<file path="src/rtl/mist1032sa_sync_fifo_drain.sv">
// rtl/mist1032sa_sync_fifo_drain.sv - two-entry skid drain from a FWFT sync FIFO to a busy/valid sink
// Drain counter is built only when MIST1032SA_SYNC_FIFO_DRAIN_COUNTER_EN is defined.
module mist1032sa_sync_fifo_drain #(
   parameter int N = 16
) (
   input  logic          iCLOCK,
   input  logic          iRESET_SYNC,
   input  logic          iFLUSH,
   input  logic          iFIFO_EMPTY,
   input  logic [N-1:0]  iFIFO_DATA,
   output logic          oFIFO_RD_EN,
   output logic          oDATA_VALID,
   output logic [N-1:0]  oDATA,
   input  logic          iDATA_BUSY,
   output logic [1:0]    oBUFFER_COUNT,
   output logic [31:0]   oDRAIN_COUNT
);

   typedef enum logic [1:0] {
      EMPTY = 2'd0,
      ONE   = 2'd1,
      TWO   = 2'd2
   } state_t;

   state_t         state;
   state_t         state_next;
   logic [N-1:0]   entry0;
   logic [N-1:0]   entry1;
   logic [N-1:0]   entry0_next;
   logic [N-1:0]   entry1_next;
   logic           push;
   logic           pop;

   // Reset is folded in so nothing is popped or handed downstream in a reset cycle.
   assign push        = !iFIFO_EMPTY && !iFLUSH && !iRESET_SYNC && (state != TWO);
   assign oDATA_VALID = (state != EMPTY) && !iFLUSH && !iRESET_SYNC;
   assign pop         = oDATA_VALID && !iDATA_BUSY;

   assign oFIFO_RD_EN   = push;
   assign oDATA         = entry0;
   assign oBUFFER_COUNT = state;

   always_comb begin
      state_next  = state;
      entry0_next = entry0;
      entry1_next = entry1;
      case (state)
         EMPTY: begin
            if (push) begin
               state_next  = ONE;
               entry0_next = iFIFO_DATA;
            end
         end
         ONE: begin
            if (push && pop) begin
               entry0_next = iFIFO_DATA;
            end else if (push) begin
               state_next  = TWO;
               entry1_next = iFIFO_DATA;
            end else if (pop) begin
               state_next  = EMPTY;
            end
         end
         TWO: begin
            if (pop) begin
               state_next  = ONE;
               entry0_next = entry1;
            end
         end
         default: begin
            state_next = EMPTY;
         end
      endcase
   end

   always_ff @(posedge iCLOCK) begin
      if (iRESET_SYNC || iFLUSH) begin
         state <= EMPTY;
      end else begin
         state <= state_next;
      end
   end

   // Data entries carry no reset; they are only observed while the state marks them valid.
   always_ff @(posedge iCLOCK) begin
      entry0 <= entry0_next;
      entry1 <= entry1_next;
   end

`ifdef MIST1032SA_SYNC_FIFO_DRAIN_COUNTER_EN
   logic [31:0] drain_count;

   always_ff @(posedge iCLOCK) begin
      if (iRESET_SYNC) begin
         drain_count <= 32'h0;
      end else if (pop) begin
         drain_count <= drain_count + 32'h1;
      end
   end

   assign oDRAIN_COUNT = drain_count;
`else
   assign oDRAIN_COUNT = 32'h0;
`endif

endmodule

</file>
<file path="config.mk">
export PLATFORM = sky130hd
export DESIGN_NAME = mist1032sa_sync_fifo_drain
export DESIGN_NICKNAME = d
export VERILOG_FILES = /design/src/rtl/mist1032sa_sync_fifo_drain.sv
export SDC_FILE = /design/constraint.sdc
export NUM_CORES = 1
export LEC_CHECK = 0
export ABC_AREA = 0
export CAP_MARGIN = 15
export CORE_MARGIN = 3
export CORE_UTILIZATION = 41
export DETAILED_ROUTE_END_ITERATION = 12
export GPL_TIMING_DRIVEN = 0
export PLACE_DENSITY_LB_ADDON = 0.2
export SYNTH_ARGS = -nofsm -noshare
export SYNTH_HDL_FRONTEND = slang
export SYNTH_SLANG_ARGS = --single-unit
</file>
<file path="constraint.sdc">
create_clock -name iCLOCK -period 4 [get_ports iCLOCK]
set_input_delay 1 -clock iCLOCK [delete_from_list [all_inputs] [get_ports iCLOCK]]
set_output_delay 1 -clock iCLOCK [all_outputs]
set_load 0.03 [all_outputs]
</file>
Word level (Yosys, flattened, before mapping)

Index checks and enable logic that the tools add are counted.

Equal/unequal tests: 8
Multiplexer cells: 10
Bitwise operators: 1
Reductions and logical operators: 18

Operators with widths:

| kind               | count |
|---|---|
| $mux 16            | 3 |
| $pmux 16 s3        | 1 |
| $mux 2             | 5 |
| $ne 2x2->1 const B | 5 |
| $reduce_and 4->1   | 2 |
| $logic_and 1x1->1  | 7 |
| $pmux 2 s3         | 1 |
| $logic_not 1->1    | 4 |
| $ne 3x3->1 const B | 1 |
| $reduce_and 3->1   | 1 |
| $reduce_bool 3->1  | 1 |
| $eq 2x1->1 const B | 1 |
| $eq 2x2->1 const B | 1 |
| $logic_not 2->1    | 1 |
| $reduce_bool 2->1  | 1 |
| $logic_or 1x1->1   | 1 |
| $not 1->1          | 1 |

Register bits after elaboration: 34
Logic and storage cells: 40

Logic depth before layout (Yosys ltp)

Gate-level depths: netlist of run 1.

Depth in word-level cells: 8
Mapped depth: 6
Mapped depth without buffers: 3

Worst setup path after synthesis of run 1

OpenSTA, ideal clock, no wires.

Path type: input-to-reg
Start: input iFLUSH
End: register entry1[0], enable pin
Setup time: 0.432 ns
Data arrival time: 3.065 ns
Data required time: 3.568 ns
Path slack: 0.503 ns
Stages on the path: 3
Buffers on the path: 1
Path through: or2_2 > clkbuf_1 > nor4_1

Longest elaborated chain between the ends: 7
Elaborated cells between the ends (all ways): 10
Classes of those cells: 1 x bitwise; 9 x reduce/logical

Ends and longest elaborated chain:

| what                                              | line   | text |
|---|---|---|
| start, declared                                   | 8      | `input logic iFLUSH,` |
| $logic_not 1->1 (*)                               | 35, 36 |  |
| $logic_and 1x1->1 (on tied branches) (2 in a row) | 35, 36 |  |
| $logic_and 1x1->1 (on tied branches)              | 35, 37 |  |
| $logic_and 1x1->1                                 | 55     | `if (push && pop) begin` |
| $not 1->1 (no source line)                        | -      |  |
| $reduce_and 3->1 (no source line) (*)             | -      |  |
| end signal, assigned                              | 87     | `entry1 <= entry1_next;` |
| end, declared                                     | 28     | `logic [N-1:0] entry1;` |

Every way passes the cells marked *; elsewhere a longest branch is shown, timed or not.
A chain may end at the register's enable or synchronous reset.

Final worst setup path of run 1

Start: input iFLUSH
End: output oFIFO_RD_EN

Longest elaborated chain between the ends: 4

Ends and longest elaborated chain:

| what                           | line | text |
|---|---|---|
| $logic_not 1->1                | 35   | `assign push = !iFIFO_EMPTY && !iFLUSH && !iRESET_SYNC && (state != TWO);` |
| $logic_and 1x1->1 (3 in a row) | 35   |  |
| end, declared                  | 11   | `output logic oFIFO_RD_EN,` |

No other way between the ends.

==> results of run 1 <==
==> path summary, 6_finish.rpt <==
check                   startpoint           to
setup / recovery            iFLUSH  oFIFO_RD_EN
hold / removal           entry1[7]     oDATA[7]
setup reg to reg  oBUFFER_COUNT[0]    entry1[1]
hold reg to reg          entry1[7]     oDATA[7]
==> cell families after synthesis <==
| kind of cell | after synthesis | synth area share |
|---|---|---|
| AOI/OAI and AO/OA | 4 | 0.0170 |
| buffers and inverters | 36 | 0.177 |
| DFF | 34 | 0.619 |
| muxes | 16 | 0.130 |
| other | 1 | 0.00232 |
| and+or+nand+nor | 15 | 0.0549 |
==> sequential cells by signal, summed over array words and instances (netlist names) <==
register       flops
entry1            16
oDATA             16
oBUFFER_COUNT      2
==> worst reg2reg max path: stages (launching register included) <==
cell and delay, ns:
dfxtp_1 0.48, nand2_1 0.17, nor4_2 0.57, buf_4 0.28, buf_4 0.16
==> metal layers <==
layer | global-route usage | up-vias | wire length, um
met4 | 0.0584 | 0 | 56
met2 | 0.197 | 52 | 1330
met3 | 0.0405 | 5 | 277
met5 | 0 | - | 0
met1 | 0.141 | 438 | 1080
li1 | - | 471 | -
==> stage by stage <==
stage / cell area, um^2 / util / cells
after global routing: 2310 / 0.616 / 235
after global placement: 2190 / 0.586 / 225
after floorplan: 1730 / - / 137
after CTS: 2310 / 0.616 / 235
after detailed placement: 2230 / 0.595 / 228
final: 2310 / 0.616 / 235
==> power breakdown <==
group	total (mW)	internal (mW)	switching, mW
Sequential	0.399	0.397	0.00272
Clock	0.227	0.116	0.111
Combinational	0.135	0.0616	0.0737
Total	0.762	0.575	0.187
==> cells in the mapped netlist, drive strengths merged <==
| master | instances |
|---|---|
| clkbuf | 1 |
| nor2 | 6 |
| buf | 35 |
| nor4 | 1 |
| or2 | 1 |
| nor3 | 2 |
| conb | 1 |
| nand2 | 1 |
| nor3b | 2 |
| edfxtp | 32 |
| dfxtp | 2 |
| nor2b | 2 |
| mux2 | 16 |
| a21oi | 2 |
| a22oi | 1 |
| a211o | 1 |
==> area by class of cell <==
| class | count | area, um^2 | area share |
|---|---|---|---|
| sequential | 34 | 1000 | 0.434 |
| multi-input combinational | 67 | 453 | 0.196 |
| timing repair buffer | 43 | 427 | 0.185 |
| buffer | 36 | 287 | 0.124 |
| clock buffer | 5 | 68.8 | 0.0298 |
| tap | 48 | 60.1 | 0.0260 |
| clock inverter | 2 | 10.0 | 0.00434 |
==> flow_summary.toml, run 1 <==
[status]
status = "finished clean"

[clock_network]
clock_tree.buffer_depth = 2
holdBufCountCts = 0
post-cts-setup-buffer-count = 0
htree_num_levels = 2
root_buffer = "clkbuf_8"
cts_num_sinks = 34
ctsResizeCount = 0
clock_insertion_delay_worst_skew_ns = 0.27
tritoncts.num_buffers = 5
clkSlewWorstSetupHoldPaths_ns = 0.06
tritoncts = "yes"

[routing]
routedWlPerCell_um = 11.6
drtAntennaViolNets = 0
dr.first_iter.drc_count = 23
routed_wirelength_um = 2740
drt_first_pass_iters = 4
post_drt_via_cell_ratio = 4.11
route.detailed.drc = 0
num_vias = 966

[power]
p_leak_nw = 0.944
vdd_ir_drop_max_mv = 0.127
p_total_mw = 0.762
power_density_mw_per_mm2 = 330

[critical_path]
worst_setup_path_class = "in -> out"
crit_path_start_kind = "primary input"
worstPathCellList = "clkdlybuf4s50_1 > or2_2 > clkbuf_1 > nor3_1 > clkdlybuf4s50_1"
worst_r2r_path_depth = 4
cpMostUsedCell = "clkdlybuf4s50_1"
critical_path.slowest_cell = "clkdlybuf4s50_1"
reg2reg_setup_slack_ns = 2.06
critPathArrivalTime_ns = 2.73
worst-path-max-fanout = 6
path_delay_family = "buffers and inverters"
critical_path_buf_inv_count = 3
cp.depth = 5
data_required_time_of_the_worst_path_ns = 3.00
timing.critical_path.slowest_cell_delay_ns = 0.70
cp-end-kind = "output port"

[yosys]
synth_sequential_area_ratio = 0.619
netlist.top_cell.by_area = "edfxtp_1"
post_synth_main_area_contributors = "edfxtp_1 59%, buf_4 15%, mux2_4 7.4%, mux2_2 5.6%, dfxtp_1 2.5%"
synth_seq_cells = 34
post_synth.cell_area_avg_um2 = 15.3
syn_inst = 106
syn_area_mm2 = 0.00162
synth_top_area_frac = 0.594
synth_warnings = 0
post_synth_num_cell_types = 21

[sta]
max_freq_mhz = 268
timing.final.ws_setup_ns = 0.272
clock_skew_ns = 0.00362
fin_setup_tns_ns = 0
max_slew_margin = 0.491
timing.final.hold_violations = 0
hold_ws_ns = 0.549
timing.final.setup_violations = 0
fin_crit_sh = 0.932
fin_crit_ns = 3.73
grt_setup_unrepaired = "no"
worst_slew_pin_slew_ns = 0.760
timing_max_transition_violations_final = 0

[floorplanning]
fp.dieW_um = 68.8
fp.dieH_um = 68.8
floorplan.die_area_mm2 = 0.00474
floorplan.io_pins = 73
std_cell_rows = 22
core_region_area_mm2 = 0.00374
effective_utilization_at_floorplan = 0.432

[placement]
dpl.hpwl_um = 2110
last_weighted_congestion_value_of_the_routability_driven_placer = 0.688
post-place-ws_ns = 0.286
number_of_port_buffers = 40

[flow_run]
drv_cap = 0

[grt]
grt_pass1_wl_um = 4000
grt_max_degree = 11
overflow_left_after_global_routing = 0
antenna_found_initial = 0
grt_pass1_vias = 874
grt_usage = 0.120

[worst_hold_path]
whs_path_depth = 1
hold_path_class = "reg -> reg"

[layout]
layout_commonest_cell = "clkdlybuf4s50_1"
layout_cell_share_with_drive_strength_beyond_1 = 0.353
design.final.nets = 208
fillCellCount = 315
final_cell_mix = "40 x clkdlybuf4s50_1, 34 x buf_4, 32 x conb_1, 32 x edfxtp_1"
antenna_cells = 0
area_growth_from_synthesis_to_layout_pct = 42.5
Note: power is estimated with default switching activity, not from simulation.
==> run 2: changes to the inputs <==
- CORE_UTILIZATION: 41 -> 40
- PLACE_DENSITY: unset -> 0.77
- PLACE_DENSITY_LB_ADDON: 0.2 -> unset
==> run 2 against run 1 <==
  * Critical path depth is the same
  * Highest routed layer unchanged
  * Global-route usage rose by 0.45 points
  * First-iteration DRC count up 87%
  * Worst hold slack better by 0.00072 ns
  * Combinational power hardly changed
  * Core utilization is 0.38 points lower
  * Setup slack worse by 0.0085 ns
  * Flip-flop and latch count is the same
  * Clock skew barely moved
  * Non-clock buffer count stayed put
  * Clock-buffer cell count increased by 1
  * Via count grew 0.72%
==> flow_summary.toml, run 2 (same netlist as run 1, synthesis figures left out) <==
[clock_network]
post-cts-setup-buffer-count = 0
tritoncts.num_buffers = 5
holdBufCountCts = 0
ctsResizeCount = 0
cts_num_sinks = 34
clkSlewWorstSetupHoldPaths_ns = 0.06
tritoncts = "yes"
clock_insertion_delay_worst_skew_ns = 0.28
htree_num_levels = 2
clock_tree.buffer_depth = 2
root_buffer = "clkbuf_8"

[sta]
fin_crit_ns = 3.74
grt_setup_unrepaired = "no"
worst_slew_pin_slew_ns = 0.689
max_slew_margin = 0.539
timing.final.hold_violations = 0
clock_skew_ns = 0.00358
timing.final.setup_violations = 0
max_freq_mhz = 268
fin_crit_sh = 0.934
timing.final.ws_setup_ns = 0.264
hold_ws_ns = 0.550
fin_setup_tns_ns = 0
timing_max_transition_violations_final = 0

[layout]
antenna_cells = 0
fillCellCount = 294
final_cell_count_no_fill = 236
layout_cell_share_with_drive_strength_beyond_1 = 0.346
final_cell_mix = "40 x clkdlybuf4s50_1, 34 x buf_4, 32 x conb_1, 32 x edfxtp_1"
area_growth_from_synthesis_to_layout_pct = 42.7
layout_commonest_cell = "clkdlybuf4s50_1"
post-route-util = 0.612
design.final.nets = 208
post-route-cell-area_mm2 = 0.00231

[power]
power.combinational.fraction = 0.178
p_total_mw = 0.765
p_leak_nw = 0.942
power_density_mw_per_mm2 = 331
clkPwrFrac = 0.300
power.share.switching = 0.245
power_internal_mw = 0.578
vdd_ir_drop_max_mv = 0.130
power.net_switching_mw = 0.187
pwr-share-seq = 0.522

[critical_path]
data_required_time_of_the_worst_path_ns = 3.00
critPathArrivalTime_ns = 2.74
worst_r2r_path_depth = 4
worst_setup_path_class = "in -> out"
worst-path-max-fanout = 6
crit_path_start_kind = "primary input"
cp-end-kind = "output port"

[floorplanning]
floorplan.die_area_mm2 = 0.00484
fp.dieH_um = 69.6
core_region_area_mm2 = 0.00377
effective_utilization_at_floorplan = 0.429
std_cell_rows = 22
floorplan.io_pins = 73
fp.dieW_um = 69.6

[placement]
post-place-ws_ns = 0.278
number_of_port_buffers = 40
dp_cells = 228
dpl.hpwl_um = 2210
last_weighted_congestion_value_of_the_routability_driven_placer = 0.672
dpl_cell_area_mm2 = 0.00223

[grt]
grt_pass1_vias = 1018
grt_max_degree = 11
grt_pass1_wl_um = 4640
antenna_found_initial = 0
grt_usage = 0.125
overflow_left_after_global_routing = 0

[worst_hold_path]
whs_path_depth = 1
hold_path_class = "reg -> reg"

[routing]
drt_first_pass_iters = 4
post_drt_via_cell_ratio = 4.12
dr.first_iter.drc_count = 43
drtAntennaViolNets = 0
num_vias = 973
route.detailed.drc = 0
routed_wirelength_um = 2820
routedWlPerCell_um = 11.9

[flow_run]
drv_cap = 0

[status]
status = "finished clean"
run 2: cell count changes in the layout (fill, tap and decap cells not counted):
cell,previous run,this run
clkinv_1,0,1
clkbuf_1,1,2
clkinv_2,2,1
run 2: power groups by stage:
stage | clock network [mW] | registers (mW) | logic (mW)
after floorplan | 0 | 0.418 | 0.0848
after global placement | 0 | 0.407 | 0.130
after detailed placement | 0 | 0.407 | 0.135
after CTS | 0.238 | 0.399 | 0.135
after global routing | 0.252 | 0.400 | 0.145
final | 0.230 | 0.399 | 0.136
run 2: worst max-delay path, stage by stage:
cell and delay, ns:
clkdlybuf4s50_1 0.39, or2_2 0.29, clkbuf_1 0.19, nor3_1 0.17, clkdlybuf4s50_1 0.70
run 2: metal layers:
metal  wire length, um  GRT usage
met3               227     0.0391
met5                 0          0
met1              1120      0.137
met4                44     0.0672
met2              1430      0.214
run 2: final cells by class:
class	instances	area (um^2)	area share
plain buffers	36	287	0.124
clock buffers	6	72.6	0.0314
clock inverters	2	8.76	0.00379
multi-input cells	67	453	0.196
flip-flops and latches	34	1000	0.434
well taps	48	60.1	0.0260
repair buffers	43	427	0.185
run 2: final timing paths:
check / start / endpoint / slack (ns)
worst max-delay path: iFLUSH / oFIFO_RD_EN / 0.26
worst min-delay path: entry1[15] / oDATA[15] / 0.55
worst max register to register: oBUFFER_COUNT[0] / oDATA[13] / 2.25
worst min register to register: entry1[15] / oDATA[15] / 0.55
==> run 3: changes to the inputs <==
- CAP_MARGIN: 15 -> 20
- CORE_UTILIZATION: 40 -> 37
- PLACE_DENSITY: 0.77 -> 0.75
- clock period: 4 -> 3.1 ns (I/O delays scaled with it)
==> run 3 against run 2 <==
  * Global-route usage decreased by 1.4 points
  * Design area rose by 0.27%
  * Clock-buffer cell count rose by 2
  * Via count shrank 2.4%
  * Critical path type unchanged
  * Critical endpoint is now oDATA_VALID
  * Highest routed layer unchanged
==> flow_summary.toml, run 3 (same netlist as run 1, synthesis figures left out) <==
[critical_path]
critical_path.reg2reg.endpoint = "entry1[1]"
worst-path-max-fanout = 6
data_required_time_of_the_worst_path_ns = 2.32
cp-end-kind = "output port"
crit_path_start_kind = "primary input"
critPathArrivalTime_ns = 2.19
reg2reg_setup_slack_ns = 1.42
startpoint = "iFLUSH"
worst_r2r_path_depth = 3
worst_setup_path_class = "in -> out"
worstReg2RegStart = "oBUFFER_COUNT[0]"

[clock_network]
holdBufCountCts = 0
tritoncts = "yes"
tritoncts.num_buffers = 5
root_buffer = "clkbuf_8"
htree_num_levels = 2
post-cts-setup-buffer-count = 0
clock_insertion_delay_worst_skew_ns = 0.27
clock_tree.buffer_depth = 2
cts_num_sinks = 34
clkSlewWorstSetupHoldPaths_ns = 0.06

[power]
power.net_switching_mw = 0.241
power.combinational.fraction = 0.173
power.share.switching = 0.238
clkPwrFrac = 0.318
p_leak_nw = 0.946
power_density_mw_per_mm2 = 437
pwr-share-seq = 0.509
power_internal_mw = 0.771
vdd_ir_drop_max_mv = 0.160

[placement]
dpl.hpwl_um = 2230
number_of_port_buffers = 40
post-place-ws_ns = -0.232
last_weighted_congestion_value_of_the_routability_driven_placer = 0.752

[floorplanning]
fp.dieH_um = 72.1
floorplan.io_pins = 73
fp.dieW_um = 72.1
effective_utilization_at_floorplan = 0.393
core_region_area_mm2 = 0.00412
floorplan.die_area_mm2 = 0.00520
std_cell_rows = 23

[grt]
grt_usage = 0.111
antenna_found_initial = 0
grt_max_degree = 14
grt_pass1_vias = 911
overflow_left_after_global_routing = 0
grt_pass1_wl_um = 4360

[sta]
fin_crit_ns = 2.96
max_freq_mhz = 338
grt_setup_unrepaired = "no"
max_slew_margin = 0.587
timing.final.hold_violations = 0
timing.final.setup_violations = 0
fin_setup_tns_ns = 0
timing.final.ws_setup_ns = 0.138
timing_max_transition_violations_final = 0
clock_skew_ns = 0.00296
fin_crit_sh = 0.956
worst_slew_pin_slew_ns = 0.615

[status]
status = "finished clean"

[routing]
drt_first_pass_iters = 3
routed_wirelength_um = 2820
post_drt_via_cell_ratio = 4.01
route.detailed.drc = 0
drtAntennaViolNets = 0
routedWlPerCell_um = 11.9
dr.first_iter.drc_count = 90
num_vias = 950

[layout]
area_growth_from_synthesis_to_layout_pct = 43.1
antenna_cells = 0
design.final.nets = 207
final_cell_mix = "38 x clkdlybuf4s50_1, 33 x buf_4, 32 x conb_1, 32 x edfxtp_1"
post-route-util = 0.562
layout_cell_share_with_drive_strength_beyond_1 = 0.348
layout_commonest_cell = "clkdlybuf4s50_1"

[flow_run]
drv_cap = 0

[worst_hold_path]
worstHoldStart = "entry1[14]"
whs_path_depth = 1
whs_endpoint = "oDATA[14]"
hold_path_class = "reg -> reg"
[run 3: cell types whose count changed in the layout (fill, tap and decap cells not counted)]
cell	change
clkdlybuf4s50_1	-2
buf_4	-1
clkbuf_1	+1
clkbuf_2	+1
clkbuf_8	+1
clkinv_1	-1
clkinv_2	-1
dlygate4sd2_1	+1
nor4_2	-1
nor4_4	+1
[run 3: per-stage QoR]
stage | hold slack, ns | area, um^2 | total power, mW | instances
CTS | 0.550 | 2320 | 1.02 | 237
floorplan | 0.523 | 1740 | 0.648 | 137
global route | 0.563 | 2310 | 1.05 | 237
detailed placement | 0.536 | 2230 | 0.699 | 229
global placement | 0.529 | 2200 | 0.694 | 227
finish | 0.547 | 2310 | 1.01 | 237
[run 3: worst max path at each step]
stage / to / slack (ns) / cells past startpoint
4_1_cts: oFIFO_RD_EN / 0.04 / 5
6_report: oDATA_VALID / 0.14 / 5
5_1_grt: oDATA_VALID / 0.04 / 5
3_5_place_dp: oFIFO_RD_EN / -0.23 / 5
3_3_place_gp: entry1[8] / -0.36 / 4
2_1_floorplan: oFIFO_RD_EN / 0.45 / 3
[run 3: timing repair]
item	in CTS	in global routing
endpoints found under the setup margin	2	1
endpoints found under the hold margin	0	0
gates resized for setup	2	3
[run 3: layout make-up]
class                           count  area (um^2)
Tap cell                           50         62.6
Timing Repair Buffer               42          413
Clock buffer                        8         90.1
Multi-Input combinational cell     67          462
Sequential cell                    34         1000
Fill cell                         340         1800
Buffer                             36          287
[run 3: power groups by stage]
| stage | clock network, mW | logic (mW) | registers [mW] |
|---|---|---|---|
| CTS | 0.332 | 0.174 | 0.515 |
| detailed placement | 0 | 0.174 | 0.525 |
| floorplan | 0 | 0.110 | 0.539 |
| global route | 0.354 | 0.185 | 0.516 |
| global placement | 0 | 0.169 | 0.525 |
| finish | 0.322 | 0.175 | 0.515 |
[run 3: critical path, stage by stage]
cell,delay [ns]
clkdlybuf4s50_1,0.39
or2_2,0.28
clkbuf_1,0.19
nor2_1,0.14
dlygate4sd2_1,0.41
[run 3: per-layer routing]
layer	up-vias	wire, um	global-route usage
li1	472	-	-
met1	412	1190	0.141
met2	62	1270	0.170
met3	4	327	0.0416
met4	0	31	0.0501
met5	-	0	0
